File: src/rtl/mem_stage_param.sv
`default_nettype none
// ============================================================================
// Module   : mem_stage_param
// Purpose  : Pipeline memory stage with a valid/ready handshake on both sides.
//            LOAD and STORE access a private data memory with a programmable
//            latency. PASS forwards the ALU result straight to writeback.
//            Addresses whose upper bits are non-zero are flagged with addr_err
//            and never touch memory.
// Revision : 1.0 - initial release
// ----------------------------------------------------------------------------
// Ports
//   clkwire        in   1       clock, rising edge active
//   resetwire_n    in   1       asynchronous active-low reset
//   in_valid       in   1       upstream request valid
//   in_ready       out  1       stage idle and able to accept a request
//   instruction    in   4       4'b0011 LOAD, 4'b0001 STORE, other PASS
//   aluoutput      in   DATA_W  effective address or PASS result
//   storedata      in   DATA_W  STORE data
//   registernum    in   REG_W   destination register
//   out_valid      out  1       writeback result valid
//   out_ready      in   1       writeback stage accepts the result
//   writedata      out  DATA_W  writeback value
//   checkwritedata out  1       register-file write enable
//   regnum         out  REG_W   destination register of the result
//   addr_err       out  1       result came from an out-of-range LOAD/STORE
// ============================================================================
module mem_stage_param #(
   parameter int DATA_W = 16,
   parameter int ADDR_W = 4,
   parameter int REG_W  = 4,
   parameter int LAT    = 2
) (
   input  logic              clkwire,
   input  logic              resetwire_n,
   input  logic              in_valid,
   output logic              in_ready,
   input  logic [3:0]        instruction,
   input  logic [DATA_W-1:0] aluoutput,
   input  logic [DATA_W-1:0] storedata,
   input  logic [REG_W-1:0]  registernum,
   output logic              out_valid,
   input  logic              out_ready,
   output logic [DATA_W-1:0] writedata,
   output logic              checkwritedata,
   output logic [REG_W-1:0]  regnum,
   output logic              addr_err
);

   localparam logic [3:0] OP_LOAD  = 4'b0011;
   localparam logic [3:0] OP_STORE = 4'b0001;
   localparam int         CNT_W    = 3;
   localparam int         DEPTH    = 1 << ADDR_W;

   typedef enum logic [1:0] {
      S_IDLE   = 2'd0,
      S_ACCESS = 2'd1,
      S_RESP   = 2'd2
   } state_t;

   state_t              state_q, state_d;
   logic [CNT_W-1:0]    cnt_q, cnt_d;
   logic                is_load_q, is_load_d;
   logic                is_store_q, is_store_d;
   logic [DATA_W-1:0]   addr_q, addr_d;
   logic [DATA_W-1:0]   sdata_q, sdata_d;
   logic [DATA_W-1:0]   wdata_q, wdata_d;
   logic                cwd_q, cwd_d;
   logic [REG_W-1:0]    regnum_q, regnum_d;
   logic                err_q, err_d;

   // Data memory is deliberately not reset.
   logic [DATA_W-1:0]   mem_q [DEPTH];

   logic                w_in_range;
   logic [ADDR_W-1:0]   w_idx;
   logic                w_access;
   logic                w_mem_we;

   // In range only when every bit above the word index is zero.
   assign w_in_range = ((addr_q >> ADDR_W) == '0);
   assign w_idx      = addr_q[ADDR_W-1:0];
   // The single edge on which the memory is actually touched.
   assign w_access   = (state_q == S_ACCESS) && (cnt_q == '0);
   assign w_mem_we   = w_access && is_store_q && w_in_range;

   assign in_ready       = (state_q == S_IDLE);
   assign out_valid      = (state_q == S_RESP);
   assign writedata      = wdata_q;
   assign checkwritedata = cwd_q;
   assign regnum         = regnum_q;
   assign addr_err       = err_q;

   always_comb begin
      state_d    = state_q;
      cnt_d      = cnt_q;
      is_load_d  = is_load_q;
      is_store_d = is_store_q;
      addr_d     = addr_q;
      sdata_d    = sdata_q;
      wdata_d    = wdata_q;
      cwd_d      = cwd_q;
      regnum_d   = regnum_q;
      err_d      = err_q;

      case (state_q)
         S_IDLE: begin
            if (in_valid) begin
               is_load_d  = (instruction == OP_LOAD);
               is_store_d = (instruction == OP_STORE);
               addr_d     = aluoutput;
               sdata_d    = storedata;
               regnum_d   = registernum;
               if ((instruction == OP_LOAD) || (instruction == OP_STORE)) begin
                  state_d = S_ACCESS;
                  cnt_d   = CNT_W'(LAT - 1);
               end else begin
                  // PASS skips memory and produces its result immediately.
                  state_d = S_RESP;
                  wdata_d = aluoutput;
                  cwd_d   = 1'b1;
                  err_d   = 1'b0;
               end
            end
         end

         S_ACCESS: begin
            if (cnt_q == '0) begin
               state_d = S_RESP;
               if (!w_in_range) begin
                  wdata_d = '0;
                  cwd_d   = 1'b0;
                  err_d   = 1'b1;
               end else if (is_load_q) begin
                  // Old contents: a LOAD never writes, so no collision here.
                  wdata_d = mem_q[w_idx];
                  cwd_d   = 1'b1;
                  err_d   = 1'b0;
               end else begin
                  wdata_d = '0;
                  cwd_d   = 1'b0;
                  err_d   = 1'b0;
               end
            end else begin
               cnt_d = cnt_q - CNT_W'(1);
            end
         end

         S_RESP: begin
            // Result held until accepted; returning to IDLE leaves one
            // idle cycle before the next result can appear.
            if (out_ready) begin
               state_d = S_IDLE;
            end
         end

         default: begin
            state_d = S_IDLE;
         end
      endcase
   end

   always_ff @(posedge clkwire or negedge resetwire_n) begin
      if (!resetwire_n) begin
         state_q    <= S_IDLE;
         cnt_q      <= '0;
         is_load_q  <= 1'b0;
         is_store_q <= 1'b0;
         addr_q     <= '0;
         sdata_q    <= '0;
         wdata_q    <= '0;
         cwd_q      <= 1'b0;
         regnum_q   <= '0;
         err_q      <= 1'b0;
      end else begin
         state_q    <= state_d;
         cnt_q      <= cnt_d;
         is_load_q  <= is_load_d;
         is_store_q <= is_store_d;
         addr_q     <= addr_d;
         sdata_q    <= sdata_d;
         wdata_q    <= wdata_d;
         cwd_q      <= cwd_d;
         regnum_q   <= regnum_d;
         err_q      <= err_d;
      end
   end

   // Write enable is derived from the reset state register, so a reset
   // during ACCESS cancels a pending STORE.
   always_ff @(posedge clkwire) begin
      if (w_mem_we) begin
         mem_q[w_idx] <= sdata_q;
      end
   end

endmodule
`default_nettype wire

File: config.mk
export PLATFORM = sky130hd
export DESIGN_NAME = mem_stage_param
export DESIGN_NICKNAME = d
export VERILOG_FILES = /design/src/rtl/mem_stage_param.sv
export SDC_FILE = /design/constraint.sdc
export NUM_CORES = 1
export LEC_CHECK = 0
export BUFFER_PORTS_ARGS = -buffer_cell sky130_fd_sc_hd__buf_2
export CAP_MARGIN = 20
export CELL_PAD_IN_SITES_DETAIL_PLACEMENT = 0
export CELL_PAD_IN_SITES_GLOBAL_PLACEMENT = 2
export CORE_MARGIN = 2
export CORE_UTILIZATION = 47
export DETAILED_ROUTE_END_ITERATION = 16
export PLACE_DENSITY_LB_ADDON = 0.1
export SKIP_LAST_GASP = 1
export SLEW_MARGIN = 20
export SYNTH_ARGS = -nofsm -noshare
export SYNTH_HDL_FRONTEND = slang
export SYNTH_SLANG_ARGS = --single-unit
File: constraint.sdc
create_clock -name clkwire -period 3.7 [get_ports clkwire]
set_clock_uncertainty 0.05 [all_clocks]
set_input_delay 0.74 -clock clkwire [delete_from_list [all_inputs] [get_ports clkwire]]
set_output_delay 0.74 -clock clkwire [all_outputs]
set_load 0.01 [all_outputs]
* Yosys cells after proc, flatten, opt, wreduce, memory -nomap -nowiden
Memories as Yosys holds them, arrays and structs flattened.
Cells that the tools add are included.
Widths: inputs -> output; s select.
** Storage, ports and cells
- Bits in registers :: 61
- RAM bits :: 256
- Input bits :: 44
- Output and inout bits :: 24
- Logic and storage cells :: 62
- Memories :: 1
** Memories
- mem_q :: depth 16, bits a word 16, rd ports 1, clocked after memory_dff 0, write ports 1, RTL line 72 : logic [DATA_W-1:0] mem_q [DEPTH];
** Cells by class
- $add $sub $neg :: 1
- Equal/unequal tests :: 10
- Muxes and demuxes :: 28
- Reductions and logical operators :: 12
** Operators with widths (number)
- $mux 16 :: 5
- $pmux 16 s2 :: 1
- $logic_not 16->1 :: 1
- $mux 1 :: 11
- $mux 3 :: 3
- $mux 2 :: 4
- $reduce_and 4->1 :: 2
- $ne 2x1->1 const B :: 3
- $ne 2x2->1 const B :: 3
- $pmux 2 s3 :: 1
- $pmux 3 s2 :: 1
- $eq 4x1->1 const B :: 1
- $eq 4x2->1 const B :: 1
- $pmux 1 s2 :: 2
- $logic_and 1x1->1 :: 3
- $logic_not 3->1 :: 1
- $reduce_and 3->1 :: 1
- $sub 3x1->3 const B :: 1
- $eq 2x1->1 const B :: 1
- $eq 2x2->1 const B :: 1
- $logic_not 2->1 :: 1
- $reduce_and 2->1 :: 1
- $reduce_bool 2->1 :: 1
- $logic_or 1x1->1 :: 1

* Logic depth before layout (Yosys ltp)
Gate-level depths: netlist (run 1).
- Depth after elaboration :: 6
- Depth in mapped cells :: 8
- Mapped depth without buffers :: 8

* Worst setup path before layout (run 1)
Ideal clock, no wire load.
- Kind :: register to register
- Start :: register addr_q[9]
- End :: memory mem_q[6][0], enable pin
- Setup time :: 0.409 ns
- Arrival time :: 2.562 ns
- Required time :: 3.241 ns
- Setup slack :: 0.679 ns
- Stages on the path, launching flop included :: 6
- Path buffers :: 0
- Period minus slack after synthesis :: 3.021 ns
- Path through :: dfrtp_1 -> or4_1 -> nor2_4 -> and4_4 -> nand3_1 -> nor3_1
** Between the ends
- Longest elaborated chain between the ends :: 4
** Ends and longest elaborated chain
- start, declared :: RTL line 64 : logic [DATA_W-1:0] addr_q, addr_d;
- start signal, assigned :: RTL line 179 : addr_q <= addr_d;
- $logic_not 16->1 :: RTL line 80 : assign w_in_range = ((addr_q >> ADDR_W) == '0);
- $logic_and 1x1->1 :: RTL line 84 : assign w_mem_we = w_access && is_store_q && w_in_range;
- $mux 1 :: RTL line 191 : if (w_mem_we) begin
- $mux 1 (not written as such) :: RTL line 192 : mem_q[w_idx] <= sdata_q;
- end, declared :: RTL line 72
Every way passes these cells.

* Final worst setup path (run 1)
- Start :: register addr_q[13]
- End :: memory mem_q[4][15], enable pin
The elaborated chain is that of the path after synthesis.

==> results.md, run 1 <==
* Synth area leader: edfxtp_1
* Instance count of the mapped netlist at ~660
* CP arrival at 3.02 ns
* Area Overhead vs Synth at 16.0%
* Fmax at roughly 350 MHz
* ANT cells at 0
* Final Critical Period at 2.87 ns
* Setup Crit Path Kind: flip-flop to flip-flop
* Final period util at 77.6%
* CTS Hold Bufs at 0
* Die ar. at 27,700 sq um
* TritonCTS clock tree: built
* Clk_lat worst skew at 0.51 ns
* Worst vdd ir at 0.495 mV
* Largest net degree at the start of global routing at 53
* CTS buffer count at 35
* Status: complete, no violations
* Headroom to the max-slew limit at about two fifths
* Post-synth ARST share at 19.2%
* Fin. max-slew vios at 0
* Mapped Area at ~12,000 sq um
* Vias in the first global route at 6,877
* Die height at approximately 170 um
* Fill count at 2,039
* Die X at 166 um
* Total power at about 11 mW
* Clock Path Buffers at 3
* Post-CTS sizing at 0
* First-pass GRT wire length at 41.2 mm
* Clock root buffer: clkbuf_16
* CP Capture Type: flip-flop
* Clk slew on worst S/H paths at ~0.060 ns
* Share of cells above drive strength 1 at 34.1%
* Fin. Hold Viols at 0
* Post-synth top cells: 256 x edfxtp_1, 61 x dfrtp_1, 54 x mux2_2, 46 x mux4_2, 25 x nor2_1
* Syn nets at 707
* Initial antenna violation count at 0
* RSZ-0062 raised after global routing: false
* Initial core utilization at 47.7%
* Remaining global-route overflow at 0
* Top-count cell post-synth: edfxtp_1
* Worst R2R Start: addr_q[13]$_DFFE_PN0P_
* I/O pin count at between 60 and 70
* Post-CTS Setup Inserts at 0
* CP Max Fanout at 9
* Top post-synthesis cells by area: edfxtp_1 62%, dfrtp_1 12%, mux4_2 8.4%
* CP startpoint: addr_q[13]$_DFFE_PN0P_
* Nets at ~810
* Max-cap violations at 0
* Pre-CTS setup slack at 0.816 ns
* Min Hold Slack at around 0.16 ns
* Core Util, Final at 55.4%
* CP Launch Type: flip-flop
* CTS sink count at approximately 320
* Post-Route WL at 26.5 mm
* Row count at between 50 and 60
* Floorplan Core Area at 26,000 sq um
* Post-synth EDFFs at 256
* Main synth FF type: edfxtp_1
* HPWL Detailed at 17.6 mm
* Setup TNS at 0 ns
* Area share of the largest cell type after synthesis at 62.0%
* Setup violators final at 0
* Netlist cell types at 43
* Initial DRC count at approximately 500
* Vias per cell at 5.65
* Part of the Yosys area used for sequential elements at 74.3%
* H-tree Lvls at 2
* Worst Path Required at 3.85 ns
* Setup crit end: mem_q[4][15]$_DFFE_PP_
* Syn_area_per_cell at 18.8 sq um
* Min-delay worst type: input pin to async pin
* Setup slack, reg-to-reg at 0.83 ns
* Synthesized flop and latch total at 317
* Leak Pwr at 5.01 nW
* Gr usage total at 19.6%
* Remaining antenna violation count at 0
* GP Congestion at 0.795
* RR Endpoint: mem_q[4][15]$_DFFE_PP_
* P per Cell Area at roughly 750 nW/um^2
* # port buffers at 67
* Vias at 6,334
* Router iterations before antenna repair at 5
* Setup slack after layout at about 0.83 ns
* Synth Warn # at 0
* WL per Instance at 23.6 um
* Drc violations at 0
* R2R depth at 6
* Slew @ Worst Pin at 0.882 ns
==> critical path: stages, from the launching register on <==
cell	delay, ns
dfrtp_1	0.37
or4_4	0.57
nor2_4	0.16
and4_4	0.28
nand3b_1	0.17
nor3_2	0.65
buf_4	0.31
==> placed cells by master (no fill, tap or decap), types with 3 or more instances in the layout <==
| cell type | instances |
|---|---|
| mux2_2 | 54 |
| buf_4 | 35 |
| nand2_1 | 18 |
| a22oi_1 | 12 |
| clkinvlp_4 | 3 |
| buf_2 | 67 |
| a21oi_1 | 16 |
| edfxtp_1 | 256 |
| dfrtp_1 | 59 |
| nand3b_1 | 4 |
| a211oi_1 | 9 |
| clkbuf_1 | 5 |
| o22ai_1 | 10 |
| a221o_1 | 9 |
| a211o_1 | 9 |
| nand2b_1 | 5 |
| o21ai_0 | 15 |
| bufinv_16 | 3 |
| mux2i_1 | 19 |
| clkinv_2 | 8 |
| inv_1 | 9 |
| nor2b_1 | 13 |
| clkinv_1 | 4 |
| nand3_1 | 3 |
| clkbuf_16 | 37 |
| nor3_2 | 4 |
| mux4_2 | 46 |
| o22a_1 | 6 |
| nor2_1 | 24 |
==> layout make-up <==
class | instances | area, sq um | share of cell area [%]
Clock inverter | 18 | 168 | 1.17
Tap cell | 335 | 419 | 2.91
Sequential cell | 317 | 9220 | 64.1
Multi-Input combinational cell | 298 | 2990 | 20.8
Timing Repair Buffer | 102 | 598 | 4.16
Inverter | 9 | 33.8 | 0.235
Clock buffer | 43 | 958 | 6.66
==> sequential cells by signal, indices dropped and copies added, names as in the netlist <==
register,count
regnum,4
addr_q,16
sdata_q,16
state_q,2
addr_err,1
is_store_q,1
checkwritedata,1
mem_q,256
is_load_q,1
cnt_q,3
writedata,16
==> per-stage QoR <==
step | cell area (sq um) | std cells
2_1_floorplan | 12400 | 661
3_3_place_gp | 13300 | 1061
3_5_place_dp | 13300 | 1061
4_1_cts | 14400 | 1122
5_1_grt | 14400 | 1122
6_report | 14400 | 1122
==> report_power, final <==
group / switching [mW] / internal, mW / total [mW] / leakage, nW
clock network: 1.32 / 2.05 / 3.37 / 0.549
registers: 0.807 / 4.54 / 5.35 / 3.01
logic: 0.996 / 1.10 / 2.09 / 1.46
total: 3.12 / 7.69 / 10.8 / 5.01
==> cell families after synthesis <==
group / after synthesis / share of synthesized area, %
buffers and inverters: 46 / 1.77
AO/OA/AOI/OAI: 94 / 5.31
multiplexers: 119 / 14.8
flip-flops: 317 / 74.3
adder cells (fa/ha/maj): 2 / 0.202
AND/OR/NAND/NOR: 83 / 3.62
==> worst min-delay path by stage <==
stage                       endpoint  slack, ns  cells past startpoint
3_5_place_dp    addr_err$_DFFE_PN0P_       0.41                      1
5_1_grt        regnum[1]$_DFFE_PN0P_       0.18                      1
2_1_floorplan   addr_err$_DFFE_PN0P_       0.39                      0
4_1_cts        regnum[1]$_DFFE_PN0P_       0.17                      1
6_report       regnum[1]$_DFFE_PN0P_       0.16                      1
3_3_place_gp    cnt_q[2]$_DFFE_PN0P_       0.41                      2
==> routing by layer <==
metal,global-route usage (%),vias up,wire length [um]
met5,0,-,0
met4,5.85,0,684
met1,26.0,3275,11100
met2,33.6,154,13500
met3,3.02,50,1210
li1,-,2855,-
(Power assumes the default switching activity.)
==> inputs of run 2 (changes only) <==
clock period = 2.87 ns   (was 3.7 ns; I/O delays follow)
==> run 2 against run 1 <==
Net effect: highest routed layer unchanged; largest cell class unchanged; final cell count is 1.3% higher; via count increased by 0.69%; global-route usage rose by 0.35 points; non-clock buffer count rose by 14.
==> results.md, run 2 (same netlist as run 1, synthesis figures left out) <==
* Max FFs per register at 256 (unchanged)
* Setup TNS at 0 ns (unchanged)
* Die height at 166 um (unchanged)
* Setup violators final at 0 (unchanged)
* CTS sink count at 317 (unchanged)
* CP Max Fanout at 8 (-1)
* Drc violations at 0 (unchanged)
* Cell count along the critical path at 6 (unchanged)
* Min-delay worst type: input pin to async pin
* Post-CTS sizing at 0 (unchanged)
* Initial DRC count at 432 (-14%)
* Clock Path Buffers at 3 (unchanged)
* Nets at 822 (+1.6%)
* Final Critical Period at 2.66 ns (-0.216 ns)
* Worst vdd ir at 0.703 mV (+42%)
* Clk_lat worst skew at 0.50 ns (about the same)
* Fmax at 377 MHz (+8.1%)
* CP Launch Type: flip-flop
* Worst Path Required at 3.02 ns (-0.83 ns)
* CP arrival at 2.81 ns (-0.21 ns)
* Vias at 6,378 (+0.69%)
* Vias per cell at 5.61 (-0.63%)
* Most flops, register: mem_q
* Slowest cell on crit path: or4_1
* Leak Pwr at 5.10 nW (+1.7%)
* CTS buffer count at 34 (-2.9%)
* Die ar. at 27,700 sq um (unchanged)
* Remaining global-route overflow at 0 (unchanged)
* Fill count at 2,025 (-0.69%)
* Row count at 59 (unchanged)
* ANT cells at 0 (unchanged)
* Fin. max-slew vios at 0 (unchanged)
* Share of cells above drive strength 1 at 34.8% (+0.73 points)
* Gr usage total at 19.9% (+0.35 points)
* Die X at 166 um (unchanged)
* Floorplan Core Area at 26,000 sq um (unchanged)
* Remaining antenna violation count at 0 (unchanged)
* Clock root buffer: clkbuf_16
* WP buf/inv at 1 (unchanged)
* CTS Hold Bufs at 0 (unchanged)
* # port buffers at 67 (unchanged)
* WL per Instance at 23.7 um (+0.43%)
* GP Congestion at 0.795 (about the same)
* P per Cell Area at 967 nW/um^2 (+29%)
* CP top delay family: simple AND/OR/NAND/NOR gates
* Area Overhead vs Synth at 16.9%
* HPWL Detailed at 17.6 mm (+0.30%)
* Headroom to the max-slew limit at 36.9% (-4.3 points)
* TritonCTS clock tree: built
* Setup Crit Path Kind: flip-flop to flip-flop
* Final period util at 92.5% (+15 points)
* Largest net degree at the start of global routing at 41 (-23%)
* First-pass GRT wire length at 41.5 mm (+0.55%)
* Status: complete, no violations
* Post-CTS Setup Inserts at 0 (unchanged)
* Commonest non-fill, non-tap cell in the layout: edfxtp_1
* Post-Route WL at 27.0 mm (+1.8%)
* Finished Layout Cells at 1,137 (+1.3%)
* R2R depth at 6 (unchanged)
* Commonest non-fill, non-tap cells in the layout: 256 x edfxtp_1, 67 x buf_2, 59 x dfrtp_1, 54 x mux2_2, 48 x buf_4
* Setup slack after layout at 0.214 ns (-0.614 ns)
* Total power at 14.0 mW (+30%)
* Vias in the first global route at 6,722 (-2.3%)
* I/O pin count at 68 (unchanged)
* Critical Path, Cell by Cell: or4_1 > nor2_4 > and4_4 > or3b_4 > nor2_1 > buf_4
* Router iterations before antenna repair at 5 (unchanged)
* Inst Count DP at 1,075 (+1.3%)
* Crit-path max cell delay at 0.58 ns (-0.07 ns)
* Initial antenna violation count at 0 (unchanged)
* RSZ-0062 raised after global routing: false
* CP Capture Type: flip-flop
* Initial core utilization at 47.7% (unchanged)
* Fin. Hold Viols at 0 (unchanged)
* Slew @ Worst Pin at 0.947 ns (+0.0648 ns)
* Max-cap violations at 0 (unchanged)
* Clk slew on worst S/H paths at 0.06 ns (about the same)
* Pre-CTS setup slack at 0.246 ns (-0.570 ns)
* H-tree Lvls at 2 (unchanged)
## run 2: report_power, final
group / leakage (nW) / switching [mW] / total [mW] / internal (mW)
Sequential: 3.01 / 0.950 / 6.81 / 5.86
Combinational: 1.53 / 1.44 / 2.93 / 1.50
Clock: 0.558 / 1.67 / 4.28 / 2.61
## run 2: path summary, 6_finish.rpt
path	startpoint	to	slack, ns
min	resetwire_n	sdata_q[1]$_DFFE_PN0P_	0.17
min in group clkwire	out_ready	state_q[1]$_DFFE_PN0P_	0.21
min reg2reg	addr_err$_DFFE_PN0P_	addr_err$_DFFE_PN0P_	0.43
max	addr_q[9]$_DFFE_PN0P_	mem_q[8][6]$_DFFE_PP_	0.21
max in group asynchronous	resetwire_n	addr_q[7]$_DFFE_PN0P_	1.72
max reg2reg	addr_q[9]$_DFFE_PN0P_	mem_q[8][6]$_DFFE_PP_	0.21
## run 2: area by class of cell
type | instances | area, sq um | area share (%)
Tap cell | 335 | 419 | 2.89
Clock inverter | 13 | 82.6 | 0.570
Inverter | 9 | 33.8 | 0.233
Clock buffer | 49 | 1040 | 7.19
Multi-Input combinational cell | 298 | 2990 | 20.6
Timing Repair Buffer | 116 | 716 | 4.94
Sequential cell | 317 | 9220 | 63.6
## run 2: stage by stage
stage,instance area (sq um),utilization [%],hold slack (ns)
6_report,14500,55.8,0.169
5_1_grt,14500,55.8,0.201
4_1_cts,14500,55.8,0.178
3_5_place_dp,13400,51.5,0.415
3_3_place_gp,13400,51.5,0.411
2_1_floorplan,12400,-,0.228
## run 2: layer usage
| metal | part of all wire [%] | vias to the layer above | GRT usage [%] |
|---|---|---|---|
| met4 | 2.1 | 0 | 5.43 |
| met1 | 44 | 3287 | 27.6 |
| met3 | 4.8 | 46 | 3.33 |
| met2 | 49 | 161 | 33.1 |
| li1 | - | 2884 | - |
| met5 | 0 | - | 0 |
==> inputs of run 3 (changes only) <==
CORE_UTILIZATION = 42   (was 47)
clock period = 2.2 ns   (was 2.87 ns; I/O delays follow)
==> run 3 against run 2 <==
Net effect: the run now ends with negative setup slack left; worst hold slack lost 0.096 ns; utilization shrank 2.2 points; non-clock buffer count grew 47; fmax grew 6.2%; flip-flop and latch count is the same; final area grew 6.6%; via count grew 3.6%; critical endpoint is now mem_q[4][2]$_DFFE_PP_.
==> results.md, run 3 (same netlist as run 1, synthesis figures left out) <==
* RR Endpoint: mem_q[4][2]$_DFFE_PP_
* Area Overhead vs Synth at 24.6%
* Die height at 176 um (+5.6%)
* Initial core utilization at 43.0% (-4.8 points)
* Clock root buffer: clkbuf_16
* Share of cells above drive strength 1 at 40.2% (+5.4 points)
* Most flops, register: mem_q
* I/O pin count at 68 (unchanged)
* Cell mode on critical path: buf_6
* Router iterations before antenna repair at 5 (unchanged)
* P per Cell Area at 1250 nW/um^2 (+29%)
* Min-delay worst type: input pin to flip-flop
* CP Launch Type: flip-flop
* Inst Count DP at 1,157 (+7.6%)
* Remaining antenna violation count at 0 (unchanged)
* Worst vdd ir at 0.764 mV (+8.8%)
* GP Congestion at 0.792 (-0.35%)
* Row count at 62 (+5.1%)
* Slew @ Worst Pin at 0.790 ns (-0.157 ns)
* CP Capture Type: flip-flop
* Worst Path Required at 2.36 ns (-0.66 ns)
* Setup Crit Path Kind: flip-flop to flip-flop
* Worst R2R Start: addr_q[13]$_DFFE_PN0P_
* Max-cap violations at 0 (unchanged)
* CTS sink count at 317 (unchanged)
* First-pass GRT wire length at 44.1 mm (+6.3%)
* Fmax at 400 MHz (+6.2%)
* Clock Path Buffers at 3 (unchanged)
* Worst Hold Endpoint: state_q[1]$_DFFE_PN0P_
* Failing checks: negative setup slack
* Final period util at 114% (+21 points)
* Commonest non-fill, non-tap cell in the layout: edfxtp_1
* Setup slack after layout at -0.300 ns (-0.514 ns)
* RSZ-0062 raised after global routing: true
* Slowest cell on crit path: or4_4
* Vias per cell at 5.35 (-4.6%)
* Commonest non-fill, non-tap cells in the layout: 256 x edfxtp_1, 67 x buf_2, 59 x dfrtp_1, 54 x mux2_2, 46 x mux4_2
* Final Critical Period at 2.50 ns (-0.156 ns)
* Nets at 870 (+5.8%)
* Die ar. at 30,900 sq um (+12%)
* Drc violations at 0 (unchanged)
* Fin. max-slew vios at 0 (unchanged)
* Largest net degree at the start of global routing at 45 (+9.8%)
* CTS buffer count at 35 (+2.9%)
* TritonCTS clock tree: built
* Vias in the first global route at 7,104 (+5.7%)
* Hold Startpoint: out_ready
* Clk_lat worst skew at 0.52 ns (+0.02 ns)
* Leak Pwr at 5.44 nW (+6.8%)
* Max FFs per register at 256 (unchanged)
* HPWL Detailed at 19.3 mm (+9.6%)
* Headroom to the max-slew limit at 47.1% (+10 points)
* Critical Path, Cell by Cell: or4_4 > nor2_4 > and4_4 > buf_6 > buf_6 > nand3b_1 > buf_4 > nor3_4 > buf_6
* CP Max Fanout at 8 (unchanged)
* Initial DRC count at 419 (-3.0%)
* Setup TNS at -57.56 ns (-57.56 ns)
* Fin. Hold Viols at 0 (unchanged)
* ANT cells at 0 (unchanged)
* CP arrival at 2.66 ns (-0.15 ns)
* Die X at 176 um (+5.6%)
* Status: finished, violations left
* Total power at 19.2 mW (+37%)
* Floorplan Core Area at 28,900 sq um (+11%)
* Setup violators final at 257 (+257)
* Vias at 6,609 (+3.6%)
* Post-Route WL at 29.0 mm (+7.6%)
* Crit-path max cell delay at 0.55 ns (-0.03 ns)
* Hold Path Depth at 2
* Initial antenna violation count at 0 (unchanged)
* H-tree Lvls at 2 (unchanged)
* Remaining global-route overflow at 0 (unchanged)
* Min Hold Slack at 0.0730 ns (-0.0956 ns)
* # port buffers at 67 (unchanged)
* Finished Layout Cells at 1,235 (+8.6%)
* Setup slack, reg-to-reg at -0.30 ns (-0.51 ns)
* WL per Instance at 23.5 um (-0.89%)
* Gr usage total at 19.3% (-0.61 points)
* R2R depth at 9 (+3)
* CP startpoint: addr_q[13]$_DFFE_PN0P_
* Pre-CTS setup slack at -0.297 ns (-0.542 ns)
* Clk slew on worst S/H paths at 0.06 ns (about the same)
[run 3: cell count changes in the layout (fill, tap and decap cells not counted), sizes merged]
| cell | change |
|---|---|
| bufinv | +1 |
| inv | +1 |
| clkbuf | +5 |
| buf | +46 |
| clkinv | -5 |
| dlygate4sd3 | +1 |
[run 3: worst max-delay path by stage]
stage	endpoint	cells past startpoint
2_1_floorplan	mem_q[0][0]$_DFFE_PP_	5
5_1_grt	mem_q[4][2]$_DFFE_PP_	9
3_5_place_dp	mem_q[0][9]$_DFFE_PP_	6
4_1_cts	mem_q[0][13]$_DFFE_PP_	6
6_report	mem_q[4][2]$_DFFE_PP_	9
3_3_place_gp	mem_q[0][11]$_DFFE_PP_	6
[run 3: per-layer routing]
layer  wire [um]  part of all wire, %  up-vias  global-route usage, %
met4         809                  2.8        0                   5.72
met1       12500                   43     3402                   25.7
met2       14400                   50      172                   32.9
met5           0                    0        -                      0
li1            -                    -     2981                      -
met3        1340                  4.6       54                   3.03
[run 3: power by group]
part / internal (mW) / switching (mW) / leakage, nW / total [mW]
combinational: 2.49 / 2.41 / 1.89 / 4.89
sequential: 7.65 / 1.02 / 3.01 / 8.67
clock: 3.44 / 2.25 / 0.551 / 5.68
[run 3: critical path, delay by kind of cell, from the launching register on]
family | cells | cell delay, ns
and+or+nand+nor | 5 | 1.22
buffers and inverters | 4 | 0.56
DFF | 1 | 0.37
[run 3: layout make-up]
cell class	instances	area, sq um
Fill cell	2356	13400
Sequential cell	317	9220
Timing Repair Buffer	163	1450
Clock buffer	54	1020
Tap cell	384	480
Clock inverter	10	115
Multi-Input combinational cell	298	3140
Inverter	9	33.8
[run 3: repair_timing]
item	CTS	global route
setup buffers	5	6
pin swaps	5	9
hold endpoints to repair	17	0
resized for setup	44	32
hold buffers	1	0
setup endpoints to repair	262	269
gates cloned	0	2
[run 3: through the flow]
stage / utilization (%) / area, sq um
6_report: 53.6 / 15500
5_1_grt: 53.6 / 15500
4_1_cts: 53.0 / 15300
3_5_place_dp: 48.2 / 13900
3_3_place_gp: 48.2 / 13900
2_1_floorplan: - / 12400
